<file path="config.mk">
export PLATFORM = sky130hd
export DESIGN_NAME = comparator
export DESIGN_NICKNAME = d
export VERILOG_FILES = /design/src/rtl/comparator_pkg.sv /design/src/rtl/comparator_slice.sv /design/src/rtl/comparator.sv
export SDC_FILE = /design/constraint.sdc
export NUM_CORES = 1
export LEC_CHECK = 0
export CAP_MARGIN = 40
export CORE_AREA = 4 4 41 43
export CTS_BUF_LIST = sky130_fd_sc_hd__clkbuf_8
export CTS_CLUSTER_DIAMETER = 80
export DETAILED_ROUTE_END_ITERATION = 10
export DIE_AREA = 0 0 45 47
export HOLD_SLACK_MARGIN = 0.1
export PLACE_DENSITY = 0.75
export SYNTH_ARGS = -nofsm -noshare
export SYNTH_HDL_FRONTEND = slang
export SYNTH_SLANG_ARGS = --single-unit
</file>
<file path="constraint.sdc">
create_clock -name clk -period 1.4 [get_ports clk]
set_input_delay 0.14 -clock clk [delete_from_list [all_inputs] [get_ports clk]]
set_output_delay 0.14 -clock clk [all_outputs]
set_load 0.005 [all_outputs]
</file>
<file path="src/rtl/comparator_pkg.sv">
// Shared definitions for the comparator: default operand width and the
// encoded three-way compare result.
package comparator_pkg;

    localparam int DEFAULT_WIDTH = 8;

    typedef enum logic [1:0] {
        CMP_NONE = 2'd0,
        CMP_LT   = 2'd1,
        CMP_EQ   = 2'd2,
        CMP_GT   = 2'd3
    } cmp_res_e;

    // Fold the chain's less-than / equal flags into one result code.
    // Greater-than is whatever is neither less-than nor equal.
    function automatic cmp_res_e cmp_encode(input logic lt, input logic eq);
        cmp_res_e res;
        if (lt) begin
            res = CMP_LT;
        end else if (eq) begin
            res = CMP_EQ;
        end else begin
            res = CMP_GT;
        end
        return res;
    endfunction

endpackage

</file>
<file path="src/rtl/comparator_slice.sv">
// One bit of a ripple magnitude comparator. Slices are chained from the MSB
// downwards; the first slice that sees a difference decides the result and
// every lower slice just passes it on.
module comparator_slice (
    input  logic a,
    input  logic b,
    input  logic lt_in,
    input  logic eq_in,
    output logic lt_out,
    output logic eq_out
);

    // Less-than latches once a higher bit decided it, or here if all higher
    // bits matched and this bit has a=0, b=1.
    always_comb begin
        lt_out = lt_in | (eq_in & ~a & b);
        eq_out = eq_in & ~(a ^ b);
    end

endmodule

</file>
<file path="src/rtl/comparator.sv">
// Magnitude comparator with a combinational A<B flag and a one-cycle
// registered three-way result. Signed compare is done by flipping the sign
// bits before the unsigned slice chain, which maps two's complement order
// onto unsigned order without any subtraction.
module comparator
    import comparator_pkg::*;
#(
    parameter int WIDTH = DEFAULT_WIDTH
) (
    input  logic             clk,
    input  logic             rst,
    input  logic [WIDTH-1:0] A,
    input  logic [WIDTH-1:0] B,
    input  logic             signed_mode,
    input  logic             in_valid,
    output logic             Amenor,
    output logic             lt_q,
    output logic             eq_q,
    output logic             gt_q,
    output logic             out_valid
);

    logic [WIDTH-1:0] w_a_adj;
    logic [WIDTH-1:0] w_b_adj;
    logic [WIDTH:0]   w_lt_chain;
    logic [WIDTH:0]   w_eq_chain;
    logic             w_lt;
    logic             w_eq;
    logic             w_gt;
    cmp_res_e         w_res;

    logic             r_lt;
    logic             r_eq;
    logic             r_gt;
    logic             r_valid;

    // Sign-bit flip for two's complement mode; lower bits pass unchanged.
    always_comb begin
        w_a_adj = {A[WIDTH-1] ^ signed_mode, A[WIDTH-2:0]};
        w_b_adj = {B[WIDTH-1] ^ signed_mode, B[WIDTH-2:0]};
    end

    // Chain seed: nothing decided yet, all (zero) higher bits equal.
    assign w_lt_chain[0] = 1'b0;
    assign w_eq_chain[0] = 1'b1;

    // Chain position i handles operand bit WIDTH-1-i, so MSB is evaluated first.
    for (genvar i = 0; i < WIDTH; i++) begin : g_slice
        comparator_slice u_slice (
            .a      (w_a_adj[WIDTH-1-i]),
            .b      (w_b_adj[WIDTH-1-i]),
            .lt_in  (w_lt_chain[i]),
            .eq_in  (w_eq_chain[i]),
            .lt_out (w_lt_chain[i+1]),
            .eq_out (w_eq_chain[i+1])
        );
    end

    // Final chain outputs; greater-than is derived, never computed separately.
    always_comb begin
        w_lt  = w_lt_chain[WIDTH];
        w_eq  = w_eq_chain[WIDTH];
        w_gt  = ~w_lt & ~w_eq;
        w_res = cmp_encode(w_lt, w_eq);
    end

    // Combinational flag shares the chain output with the registered path.
    assign Amenor = w_lt;

    // Result register: clears on reset, loads on valid, otherwise holds.
    always_ff @(posedge clk) begin
        if (rst) begin
            r_lt    <= 1'b0;
            r_eq    <= 1'b0;
            r_gt    <= 1'b0;
            r_valid <= 1'b0;
        end else begin
            r_valid <= in_valid;
            if (in_valid) begin
                case (w_res)
                    CMP_LT: begin
                        r_lt <= 1'b1;
                        r_eq <= 1'b0;
                        r_gt <= 1'b0;
                    end
                    CMP_EQ: begin
                        r_lt <= 1'b0;
                        r_eq <= 1'b1;
                        r_gt <= 1'b0;
                    end
                    default: begin
                        r_lt <= 1'b0;
                        r_eq <= 1'b0;
                        r_gt <= w_gt;
                    end
                endcase
            end else begin
                r_lt <= r_lt;
                r_eq <= r_eq;
                r_gt <= r_gt;
            end
        end
    end

    assign lt_q      = r_lt;
    assign eq_q      = r_eq;
    assign gt_q      = r_gt;
    assign out_valid = r_valid;

endmodule

</file>
==> run metrics, run 1 <==
outcome complete, but fails checks; violations in the final reports setup timing; most frequent cells in the layout 15 x buf_4, 9 x dlygate4sd2_1, 6 x clkdlybuf4s50_1; vias in the first global route 438; area share of fa/ha/maj cells after synthesis 15.3%; post-cts hold buffer count 0; combinational family with the most area after synthesis simple AND/OR/NAND/NOR gates; antenna fix cells 0; die height 47 µm; setup skew after layout 0 ns; Clock Root Buffer clkbuf_8; Critical-path top delay cell maj3_2; Filler Cell Count 135; final critical path time including I/O delays and setup 1.42 ns; fin worst setup slack -0.0153 ns; share of final-layout standard cells stronger than drive strength 1 50.0%; #FFs+latches synth 4; DRC viols 0; vias after detailed routing 455; main area contributors after synthesis dfxtp_1 22%, xnor2_1 17%, maj3_2 9.2%, nor2b_1 6.8%, o21bai_4 5.1%; maximum fanout along the worst path 2; # clock sinks 4; parity-gate share of the synthesized area counting xor and xnor cells 19.0%; worst-margin pin slew 0.186 ns; crit path launch type primary input; Starting Density 28.4%; Slowest Stage Delay on Critical Path 0.33 ns; Final Hold Viols 0; CTS tree done; detailed-route vias per instance 4.50; clock-pin slew reported for the worst setup and hold paths after clock tree synthesis 0.03 ns; share of synthesized cell area in and, or, nand and nor gates 27.1%; aggregate routed wire length 1010 µm; tightest slew margin relative to the limit 87.5%; Design Area, Final 817 µm²; die area 2120 µm²; data required time of the critical path 1.26 ns; leakage power 0.382 nW; post-place instance area 726 µm²; fin cells 101; arrival time at the worst endpoint 1.28 ns; clock insertion delay at the later pin of the skew report 0.21 ns; antenna violations before repair 0; max-cap viol count 0; Crit Path Category in -> out; largest net degree at the start of global routing 6; power per standard cell area 743 nW/µm²; RSZ-0062 raised after global routing yes; aggregate global routing overflow 0; Sum Neg Setup Slack -0.0153 ns; CTS buffer count 3; number of warnings reported in the yosys synthesis log 0; Starting DRT DRC Count 0; final weighted congestion in routability-driven placement 0.768; Critical Path End Type output port; multiplexer share of the synthesized area 0%; post-synthesis average cell area 8.79 µm²; placed wire-length estimate after detailed placement 794 µm; count of pins over their slew limit 0; cells along the critical path buf_6 > nor2b_4 > maj3_2 > maj3_2 > o21bai_4 > nand2_2 > buf_2; compound-cell area share of the yosys netlist 12.9%; detailed-router iteration count before antenna repair 1; area added between synthesis and finish 121%; antenna violation net count after detailed routing 0; sequential-to-total area share from yosys stat 21.7%; nets 109; final setup violating endpoints 1; Synth Instances 42; post-synth top area share 21.7%; VDD IR-drop max 0.406 mV; FMAX 707 MHz; synthesized area 369 µm²; worst hold path type reg -> reg; commonest non-fill, non-tap cell in the layout buf_4; share of the clock period used by the worst path after layout 101%; Top cell by count, worst path maj3_2; buffers added on ports 24; number of cell rows 13; count of pins on the block boundary 25; CTS HTree Levels 1; Die Span X 45 µm; floorplan core area 1300 µm²; Max clock buf depth 2; number of placed cells counting well taps 94; detail-routed net length per standard cell 9.99 µm; Tot GR Track Use 10.2%; cell type with the largest total area after synthesis dfxtp_1; Post-Syn Nets 63; global-route wire length before repair 1520 µm; count of cell types in the netlist 22
[stage by stage]
stage               power, mW  hold WS, ns  worst slack, ns  utilization (%)
floorplan               0.205        0.212           0.0549                -
global placement        0.336        0.492           -0.685             55.8
detailed placement      0.340        0.504           -0.695             55.8
CTS                     0.599        0.508          -0.0340             61.5
global route            0.645        0.548          -0.0669             62.8
finish                  0.607        0.498          -0.0153             62.8
[Yosys cell counts]
master,n
a311oi_1,1
nor3b_1,1
ha_1,1
nand3_2,1
or3_1,1
nor2_1,2
nand4_1,1
a21oi_1,2
maj3_2,3
nor2_4,1
xnor2_1,7
xor2_1,1
nand2b_1,2
nor2b_1,4
inv_1,4
nand2_1,1
maj3_1,1
dfxtp_1,4
a41o_1,1
nor3_1,1
nand3_1,1
o21bai_4,1
[metal layers]
| metal | routed length (µm) | GRT usage (%) | up-vias |
|---|---|---|---|
| li1 | - | - | 234 |
| met1 | 319 | 8.68 | 195 |
| met2 | 567 | 18.6 | 22 |
| met3 | 99 | 4.21 | 4 |
| met4 | 23 | 8.19 | 0 |
| met5 | 0 | 0 | - |
[critical path: cells and delay by family]
kind | cells | cell delay (ns)
AO/OA/AOI/OAI | 1 | 0.14
adder cells (fa/ha/maj) | 2 | 0.62
buffers and inverters | 2 | 0.21
AND/OR/NAND/NOR | 2 | 0.17
[sequential cells by signal, indices dropped and copies added, names as in the netlist]
| register | flops |
|---|---|
| eq_q | 1 |
| gt_q | 1 |
| lt_q | 1 |
| out_valid | 1 |
[timing repair]
| action | in CTS | in global routing |
|---|---|---|
| gates cloned | 0 | 0 |
| buffers inserted | 3 | 1 |
| gates resized for setup | 46 | 6 |
| setup endpoints to repair | 4 | 3 |
| pin swaps | 15 | 10 |
[path summary, 6_finish.rpt]
path | start | to | slack (ns) | cells after the start
worst max-delay path | B[2] | Amenor | -0.02 | 7
worst min-delay path | lt_q | lt_q | 0.50 | 2
worst max register to register | gt_q | gt_q | 0.67 | 2
worst min register to register | lt_q | lt_q | 0.50 | 2
[power breakdown]
group	internal (mW)	total [mW]	switching, mW
clock network	0.183	0.237	0.0543
logic	0.154	0.244	0.0903
registers	0.122	0.125	0.00288
[cells by family (layout without fill, tap and decap cells)]
family,Yosys count,after routing
xor+xnor,8,8
simple gates,16,16
flops,4,4
buf+inv,4,48
fa+ha+maj,5,5
compound gates,5,5
[area by class of cell]
cell class              instances  area, µm²  area share, %
multi-input cells              34        332           40.6
repair buffers                 41        330           40.4
flip-flops and latches          4       80.1           9.80
clock buffers                   3       41.3           5.05
well taps                      15       18.8           2.30
inverters                       4       15.0           1.84
(Power assumes the default switching activity.)
==> run 2, diff against run 1 <==
--- a/config.mk
+++ b/config.mk
@@ -5,6 +5,7 @@
 export SDC_FILE = /design/constraint.sdc
 export NUM_CORES = 1
 export LEC_CHECK = 0
+export ABC_CLOCK_PERIOD_IN_PS = 1400
 export CAP_MARGIN = 40
 export CORE_AREA = 4 4 41 43
 export CTS_BUF_LIST = sky130_fd_sc_hd__clkbuf_8
==> results of run 2 <==
No change in the layout: final DEF, timing and power equal those of run 1.
